File: config.mk
export PLATFORM = sky130hd
export DESIGN_NAME = lc3b_mem_arbiter_flat
export DESIGN_NICKNAME = d
export VERILOG_FILES = /design/src/rtl/lc3b_mem_arbiter_pkg.sv /design/src/rtl/lc3b_mem_arbiter_if.sv /design/src/rtl/lc3b_mem_arbiter.sv /design/src/flat_wrapper.sv
export SDC_FILE = /design/constraint.sdc
export NUM_CORES = 1
export LEC_CHECK = 0
export ABC_AREA = 1
export CAP_MARGIN = 5
export CORE_ASPECT_RATIO = 0.7
export CORE_MARGIN = 5
export CORE_UTILIZATION = 36
export CTS_CLUSTER_DIAMETER = 150
export DETAILED_ROUTE_END_ITERATION = 6
export GPL_TIMING_DRIVEN = 0
export PLACE_DENSITY = 0.91
export SYNTH_ARGS = -nofsm -noshare
export SYNTH_HDL_FRONTEND = slang
export SYNTH_SLANG_ARGS = --single-unit
File: constraint.sdc
create_clock -name clk -period 1.7 [get_ports clk]
set_input_delay 0.425 -clock clk [delete_from_list [all_inputs] [get_ports clk]]
set_output_delay 0.425 -clock clk [all_outputs]
set_load 0.01 [all_outputs]
File: src/rtl/lc3b_mem_arbiter_pkg.sv
// Shared LC-3b types used by the memory arbiter and its port interface.
// The grant FSM state and the word and byte-mask widths are defined here.
package lc3b_types;

  typedef logic [15:0] lc3b_word;
  typedef logic [1:0]  lc3b_mem_wmask;

  typedef enum logic [1:0] {
    IDLE    = 2'd0,
    SERVE_I = 2'd1,
    SERVE_D = 2'd2
  } lc3b_arb_state;

endpackage

File: src/rtl/lc3b_mem_arbiter_if.sv
// Bundle of the fetch port, the memory-stage port and the physical memory port around the arbiter.
// slave is the arbiter's view. master is the view of the stages and the memory.
interface lc3b_mem_arbiter_if;
  import lc3b_types::*;

  logic          i_read;
  lc3b_word      i_address;
  lc3b_word      i_rdata;
  logic          i_resp;

  logic          d_read;
  logic          d_write;
  lc3b_mem_wmask d_wmask;
  lc3b_word      d_address;
  lc3b_word      d_wdata;
  lc3b_word      d_rdata;
  logic          d_resp;

  logic          pmem_read;
  logic          pmem_write;
  lc3b_mem_wmask pmem_wmask;
  lc3b_word      pmem_address;
  lc3b_word      pmem_wdata;
  lc3b_word      pmem_rdata;
  logic          pmem_resp;

  modport slave (
    input  i_read, i_address,
    input  d_read, d_write, d_wmask, d_address, d_wdata,
    input  pmem_rdata, pmem_resp,
    output i_rdata, i_resp, d_rdata, d_resp,
    output pmem_read, pmem_write, pmem_wmask, pmem_address, pmem_wdata
  );

  modport master (
    output i_read, i_address,
    output d_read, d_write, d_wmask, d_address, d_wdata,
    output pmem_rdata, pmem_resp,
    input  i_rdata, i_resp, d_rdata, d_resp,
    input  pmem_read, pmem_write, pmem_wmask, pmem_address, pmem_wdata
  );

endinterface

File: src/rtl/lc3b_mem_arbiter.sv
// Shares one physical memory port between instruction fetch and the memory stage.
// The data port has priority, and a bounded streak counter makes sure fetch is eventually served.
module lc3b_mem_arbiter
  import lc3b_types::*;
#(
  parameter int unsigned STARVE_LIMIT = 4
) (
  input  logic               clk,
  input  logic               rst_n,
  lc3b_mem_arbiter_if.slave  bus
);

  localparam logic [3:0] LIMIT = 4'(STARVE_LIMIT);

  lc3b_arb_state r_state;
  logic [3:0]    r_dStreak;
  logic          r_pmemRead;
  logic          r_pmemWrite;
  lc3b_mem_wmask r_pmemWmask;
  lc3b_word      r_pmemAddress;
  lc3b_word      r_pmemWdata;

  logic w_iReq;
  logic w_dReq;
  logic w_grantI;
  logic w_iResp;
  logic w_dResp;

  assign w_iReq   = bus.i_read;
  assign w_dReq   = bus.d_read | bus.d_write;
  assign w_grantI = w_iReq & (~w_dReq | (r_dStreak == LIMIT));

  // A simultaneous read and write request is illegal and is served as a write.
  always_ff @(posedge clk or negedge rst_n) begin
    if (!rst_n) begin
      r_state       <= IDLE;
      r_dStreak     <= '0;
      r_pmemRead    <= 1'b0;
      r_pmemWrite   <= 1'b0;
      r_pmemWmask   <= '0;
      r_pmemAddress <= '0;
      r_pmemWdata   <= '0;
    end else begin
      unique case (r_state)
        IDLE: begin
          if (w_grantI) begin
            r_state       <= SERVE_I;
            r_pmemRead    <= 1'b1;
            r_pmemWrite   <= 1'b0;
            r_pmemAddress <= bus.i_address;
            r_pmemWdata   <= '0;
            r_pmemWmask   <= '0;
            r_dStreak     <= '0;
          end else if (w_dReq) begin
            r_state       <= SERVE_D;
            r_pmemRead    <= ~bus.d_write;
            r_pmemWrite   <= bus.d_write;
            r_pmemAddress <= bus.d_address;
            r_pmemWdata   <= bus.d_wdata;
            r_pmemWmask   <= bus.d_wmask;
            if (!w_iReq) begin
              r_dStreak <= '0;
            end else if (r_dStreak != LIMIT) begin
              r_dStreak <= r_dStreak + 4'd1;
            end
          end
        end
        SERVE_I, SERVE_D: begin
          if (bus.pmem_resp) begin
            r_pmemRead  <= 1'b0;
            r_pmemWrite <= 1'b0;
            r_state     <= IDLE;
          end
        end
        default: r_state <= IDLE;
      endcase
    end
  end

  assign w_iResp = (r_state == SERVE_I) & bus.pmem_resp;
  assign w_dResp = (r_state == SERVE_D) & bus.pmem_resp;

  assign bus.i_resp  = w_iResp;
  assign bus.d_resp  = w_dResp;
  assign bus.i_rdata = w_iResp ? bus.pmem_rdata : '0;
  assign bus.d_rdata = w_dResp ? bus.pmem_rdata : '0;

  assign bus.pmem_read    = r_pmemRead;
  assign bus.pmem_write   = r_pmemWrite;
  assign bus.pmem_wmask   = r_pmemWmask;
  assign bus.pmem_address = r_pmemAddress;
  assign bus.pmem_wdata   = r_pmemWdata;

endmodule
File: src/flat_wrapper.sv
// flat-port wrapper written by rule: the top's interface ports become plain ports
module lc3b_mem_arbiter_flat import lc3b_types::*;
#(
  parameter int unsigned STARVE_LIMIT = 4
)
  (clk, rst_n, bus_i_read, bus_i_address, bus_d_read, bus_d_write, bus_d_wmask, bus_d_address, bus_d_wdata, bus_pmem_rdata, bus_pmem_resp, bus_i_rdata, bus_i_resp, bus_d_rdata, bus_d_resp, bus_pmem_read, bus_pmem_write, bus_pmem_wmask, bus_pmem_address, bus_pmem_wdata);
  lc3b_mem_arbiter_if bus_i ();
  input  logic clk;
  input  logic rst_n;
  input wire logic [$bits(bus_i.i_read)-1:0] bus_i_read;
  input wire logic [$bits(bus_i.i_address)-1:0] bus_i_address;
  input wire logic [$bits(bus_i.d_read)-1:0] bus_d_read;
  input wire logic [$bits(bus_i.d_write)-1:0] bus_d_write;
  input wire logic [$bits(bus_i.d_wmask)-1:0] bus_d_wmask;
  input wire logic [$bits(bus_i.d_address)-1:0] bus_d_address;
  input wire logic [$bits(bus_i.d_wdata)-1:0] bus_d_wdata;
  input wire logic [$bits(bus_i.pmem_rdata)-1:0] bus_pmem_rdata;
  input wire logic [$bits(bus_i.pmem_resp)-1:0] bus_pmem_resp;
  output wire logic [$bits(bus_i.i_rdata)-1:0] bus_i_rdata;
  output wire logic [$bits(bus_i.i_resp)-1:0] bus_i_resp;
  output wire logic [$bits(bus_i.d_rdata)-1:0] bus_d_rdata;
  output wire logic [$bits(bus_i.d_resp)-1:0] bus_d_resp;
  output wire logic [$bits(bus_i.pmem_read)-1:0] bus_pmem_read;
  output wire logic [$bits(bus_i.pmem_write)-1:0] bus_pmem_write;
  output wire logic [$bits(bus_i.pmem_wmask)-1:0] bus_pmem_wmask;
  output wire logic [$bits(bus_i.pmem_address)-1:0] bus_pmem_address;
  output wire logic [$bits(bus_i.pmem_wdata)-1:0] bus_pmem_wdata;
  assign bus_i.i_read = bus_i_read;
  assign bus_i.i_address = bus_i_address;
  assign bus_i.d_read = bus_d_read;
  assign bus_i.d_write = bus_d_write;
  assign bus_i.d_wmask = bus_d_wmask;
  assign bus_i.d_address = bus_d_address;
  assign bus_i.d_wdata = bus_d_wdata;
  assign bus_i.pmem_rdata = bus_pmem_rdata;
  assign bus_i.pmem_resp = bus_pmem_resp;
  assign bus_i_rdata = bus_i.i_rdata;
  assign bus_i_resp = bus_i.i_resp;
  assign bus_d_rdata = bus_i.d_rdata;
  assign bus_d_resp = bus_i.d_resp;
  assign bus_pmem_read = bus_i.pmem_read;
  assign bus_pmem_write = bus_i.pmem_write;
  assign bus_pmem_wmask = bus_i.pmem_wmask;
  assign bus_pmem_address = bus_i.pmem_address;
  assign bus_pmem_wdata = bus_i.pmem_wdata;
  lc3b_mem_arbiter #(.STARVE_LIMIT(STARVE_LIMIT)) u_core (.clk(clk), .rst_n(rst_n), .bus(bus_i));
endmodule
* Yosys cells after proc, flatten, opt, wreduce, memory -nomap -nowiden
Index checks and enable logic that the tools add are counted.
** Word-level totals
- Bits in registers :: 42
- Bits of input ports :: 72
- Output and inout port bits :: 70
- Logic and storage cells :: 53
** Operators by class
- Add/subtract/negate cells :: 1
- Equal/unequal tests :: 7
- Multiplexer cells :: 23
- Bitwise operators :: 7
- Reduce and logical (&&, ||, !) cells :: 8
** Operators by type and width (number)
- 16-bit 2-to-1 mux :: 6
- 4-bit 2-to-1 mux :: 4
- 2-bit 2-to-1 mux :: 5
- 3-bit by 1-bit inequality test with 1-bit output, second input constant :: 2
- 3-bit AND reduction :: 2
- 1-bit 2-to-1 mux :: 5
- 4-bit by 1-bit adder with 4-bit output, second input constant :: 1
- 4-bit by 3-bit == test with 1-bit output, second input constant :: 1
- 4-bit by 3-bit inequality test with 1-bit output, second input constant :: 1
- 1-bit one-hot mux with 2 select lines :: 2
- 2-bit one-hot mux with 2 select lines :: 1
- 2-bit AND reduction :: 2
- 2-bit nonzero test :: 2
- 1-bit AND :: 3
- 2-bit by 1-bit == test with 1-bit output, second input constant :: 1
- 2-bit == test, second input constant :: 1
- 2-bit logical NOT :: 1
- 2-bit inequality test, second input constant :: 1
- 1-bit NOT :: 2
- 1-bit OR :: 2
- 2-bit OR reduction :: 1

* Depth between registers and ports, before layout
- Depth in word-level cells :: 6
- Mapped depth :: 8
- Gate-level depth less buffers :: 8

* Worst setup path after synthesis
Ideal clock, no wire load.
- Path type :: register to output
- From :: reg u_core.r_state[0]
- To :: out bus_d_resp
- Arrival time :: 1.184 ns
- Data required time :: 1.275 ns
- Path slack :: 0.091 ns
- Stages on the path, launching flop included :: 6
- Path through :: dfrtp_1 inv_1 ha_1 nand2_1 clkbuf_1 inv_1
** On the way
- Word-level cells in the longest chain between the ends :: 2
** Ends and longest elaborated chain
- start: declaration :: line lc3b_mem_arbiter.sv:15 : lc3b_arb_state r_state;
- start signal: assignment :: line lc3b_mem_arbiter.sv:36 : r_state <= IDLE;
- start signal: assignment :: line lc3b_mem_arbiter.sv:47 : r_state <= SERVE_I;
- start signal: assignment :: line lc3b_mem_arbiter.sv:55 : r_state <= SERVE_D;
- 2-bit == test :: line lc3b_mem_arbiter.sv:81 : assign w_dResp = (r_state == SERVE_D) & bus.pmem_resp;
- 1-bit AND :: line lc3b_mem_arbiter.sv:81
- end: declaration :: line flat_wrapper.sv:22 : output wire logic [$bits(bus_i.d_resp)-1:0] bus_d_resp;
No other way between the ends.

* Final worst setup path
- From :: reg u_core.r_state[0]
- To :: out bus_d_rdata[7]
** On the way
- Word-level cells in the longest chain between the ends :: 3
** Ends and longest elaborated chain
- 2-bit == test :: line lc3b_mem_arbiter.sv:81
- 1-bit AND :: line lc3b_mem_arbiter.sv:81
- 16-bit 2-to-1 mux :: line lc3b_mem_arbiter.sv:86 : assign bus.d_rdata = w_dResp ? bus.pmem_rdata : '0;
- end: declaration :: line flat_wrapper.sv:21 : output wire logic [$bits(bus_i.d_rdata)-1:0] bus_d_rdata;
No other way between the ends.

==> impl_metrics.env <==
export IMPL_yosysMostFrequentCell="nand2_1"
export IMPL_busiest_layer="met2"
export IMPL_cpPeakStageDelay_ns=0.42
export IMPL_fp_dieH_um=75.3
export IMPL_gp_congestion=0.772
export IMPL_use_met2=0.358
export IMPL_std_cell_rows=23
export IMPL_powerDensity_nw_per_um2=1430
export IMPL_die_area_um2=7770
export IMPL_clkTransAtPathRegs_ns=0.08
export IMPL_grt_util_met3=0.0509
export IMPL_diodes=0
export IMPL_outcome="finished, violations left"
export IMPL_synth_sequential_area_ratio=0.480
export IMPL_final_setup_skew_ns=0.00679
export IMPL_rsz0062_at_grt="true"
export IMPL_synth_edff_count=0
export IMPL_grt_overflow_total=0
export IMPL_power_mw=5.70
export IMPL_yosys_warnings=0
export IMPL_nets=524
export IMPL_drive_gt1_frac=0.239
export IMPL_dr_total_vias=2648
export IMPL_routed_wl_um=8650
export IMPL_period_share=1.11
export IMPL_async_flop_share=1.00
export IMPL_grt_use_total=0.218
export IMPL_fill_cells=460
export IMPL_peakVddDrop_v=0.000804
export IMPL_grt_pass1_vias=2626
export IMPL_setup_viol_count_final=34
export IMPL_wl_per_cell_um=16.6
export IMPL_layout_min_cycle_time_ns=1.89
export IMPL_tritoncts="done"
export IMPL_io_pins=142
export IMPL_worst_slack_ns=-0.193
export IMPL_synth_area_um2=2190
export IMPL_pre_cts_ws_ns=-0.826
export IMPL_antenna_found_initial=0
export IMPL_dp_cells=499
export IMPL_grt_pass1_wl_um=13200
export IMPL_netlist_cell_type_count=19
export IMPL_htree_levels=2
export IMPL_area_growth_syn_to_layout_pct=81.6
export IMPL_worst_pin_slew_ns=0.366
export IMPL_crit_path_end_kind="primary output"
export IMPL_yosys_top_cells_area="dfrtp_1 (48%), nand3_1 (13%), nand2_1 (12%), nor2_1 (5.7%), nand4_1 (5.4%)"
export IMPL_setup_worst_path_start_class="flip-flop"
export IMPL_synthTopCellsByCount="nand2_1 (68), nand3_1 (56), dfrtp_1 (42)"
export IMPL_drt_pass1_iter_count=4
export IMPL_drtIter0Drc=207
export IMPL_path_class="reg2out"
export IMPL_p_leak_nw=2.00
export IMPL_hold_slack_ns=0.0365
export IMPL_cts_buffers_inserted=5
export IMPL_clock_sinks=42
export IMPL_arrival_ns=1.47
export IMPL_synth_area_leader_cell="dfrtp_1"
export IMPL_fin_cells=522
export IMPL_syn_mean_instance_area_um2=7.76
export IMPL_yosys_register_bits=42
export IMPL_core_um2=5810
export IMPL_avgViaCountPerCell=5.07
export IMPL_holdCritPathClass="in2async"
export IMPL_io_buffer_count=141
export IMPL_drc=0
export IMPL_final_util=0.684
export IMPL_hold_viol=0
export IMPL_max_slew_margin_rel=0.756
export IMPL_root_buffer="clkbuf_8"
export IMPL_met1_usage=0.288
export IMPL_max_freq_mhz=528
export IMPL_dp_hpwl_um=6060
export IMPL_crit_slowest_cell="dfrtp_1"
export IMPL_crit_path_max_fanout=5
export IMPL_clk_latency_ns=0.29
export IMPL_drtAntennaViolNets=0
export IMPL_violations="setup timing"
export IMPL_ys_flop_type="dfrtp_1"
export IMPL_path_cells="inv_2 > ha_4 > nand2_4 > buf_8 > nor2_1 > buf_2"
export IMPL_netlist_instances=282
export IMPL_required_ns=1.27
export IMPL_cap_violations=0
export IMPL_slew_viol_final=0
export IMPL_grt_max_degree=30
export IMPL_clockBufferDepth=2
export IMPL_start_util=0.377
export IMPL_yosysTopAreaCellShare=0.480
export IMPL_chipWidth_um=103
export IMPL_syn_nets=360
==> metal layers <==
metal  wire length (um)  share of wire
met5                  0              0
met1               3580           0.41
met2               4200           0.49
met4                210          0.024
met3                664          0.077
==> critical path, delay by kind of cell (launching register included) <==
family	cells	cell delay [ns]
simple gates	2	0.20
buf+inv	3	0.41
flops	1	0.42
fa+ha+maj	1	0.15
==> registers in the layout (all words and copies together) (netlist names) <==
name / flops
u_core.r_state: 2
u_core.r_dStreak: 4
u_core.bus.pmem_address: 16
u_core.bus.pmem_wmask: 2
u_core.bus.pmem_read: 1
u_core.bus.pmem_write: 1
u_core.bus.pmem_wdata: 16
==> timing repair <==
action / 4_1_cts / 5_1_grt
gates cloned: 3 / 0
pin swaps: 3 / 3
resized for setup: 169 / 39
setup buffers: 7 / 6
setup endpoints to repair: 36 / 69
hold buffers: 0 / 0
==> metrics by stage <==
step	setup TNS, ns	cell area (um2)
finish	-4.35	3980
global route	-6.18	3980
floorplan	0	2190
CTS	-2.89	3820
detailed placement	-31.42	3710
global placement	-65.97	3690
==> kinds of logic after synthesis <==
| logic type | after synthesis | synth area share |
|---|---|---|
| flip-flops | 42 | 0.480 |
| AO/OA/AOI/OAI | 6 | 0.0171 |
| XOR/XNOR | 2 | 0.00800 |
| buffers and inverters | 47 | 0.0943 |
| AND/OR/NAND/NOR | 179 | 0.366 |
| adder cells (fa/ha/maj) | 6 | 0.0343 |
==> cell type report <==
cell class,count,area [um2],area share
buffer,16,138,0.0346
clock buffer,7,86.3,0.0217
clock inverter,1,5.00,0.00126
inverter,30,115,0.0289
multi-input combinational,194,1060,0.267
sequential,42,1050,0.265
tap,75,93.8,0.0236
timing repair buffer,157,1420,0.357
==> placed cells by master, fill, tap and decap left out, drive strengths merged <==
master	n
a21boi	1
nand3	56
nor2	34
buf	66
ha	6
inv	30
nand4	19
nand2	71
clkinv	1
o22ai	1
clkbuf	8
o21ai	4
dfrtp	42
dlygate4sd2	1
clkdlybuf4s50	105
xor2	2
==> path summary, 6_finish.rpt <==
path / startpoint / end / slack (ns) / cells past startpoint
hold reg to reg: u_core.bus.pmem_read / u_core.bus.pmem_read / 0.48 / 2
max in group asynchronous: rst_n / u_core.r_dStreak[0] / 1.18 / 2
setup / recovery: u_core.r_state[0] / bus_d_rdata[7] / -0.19 / 6
setup reg to reg: u_core.r_state[0] / u_core.bus.pmem_wdata[7] / 0.01 / 9
min in group clk: u_core.bus.pmem_read / u_core.bus.pmem_read / 0.48 / 2
hold / removal: rst_n / u_core.bus.pmem_address[11] / 0.04 / 1
==> power breakdown <==
| part | leakage, nW | switching (mW) | internal (mW) | total [mW] |
|---|---|---|---|---|
| registers | 0.521 | 0.307 | 1.46 | 1.77 |
| clock network | 0.0482 | 0.328 | 0.328 | 0.656 |
| logic | 1.43 | 1.62 | 1.66 | 3.28 |
No activity file was read; power rests on OpenSTA's default activity.
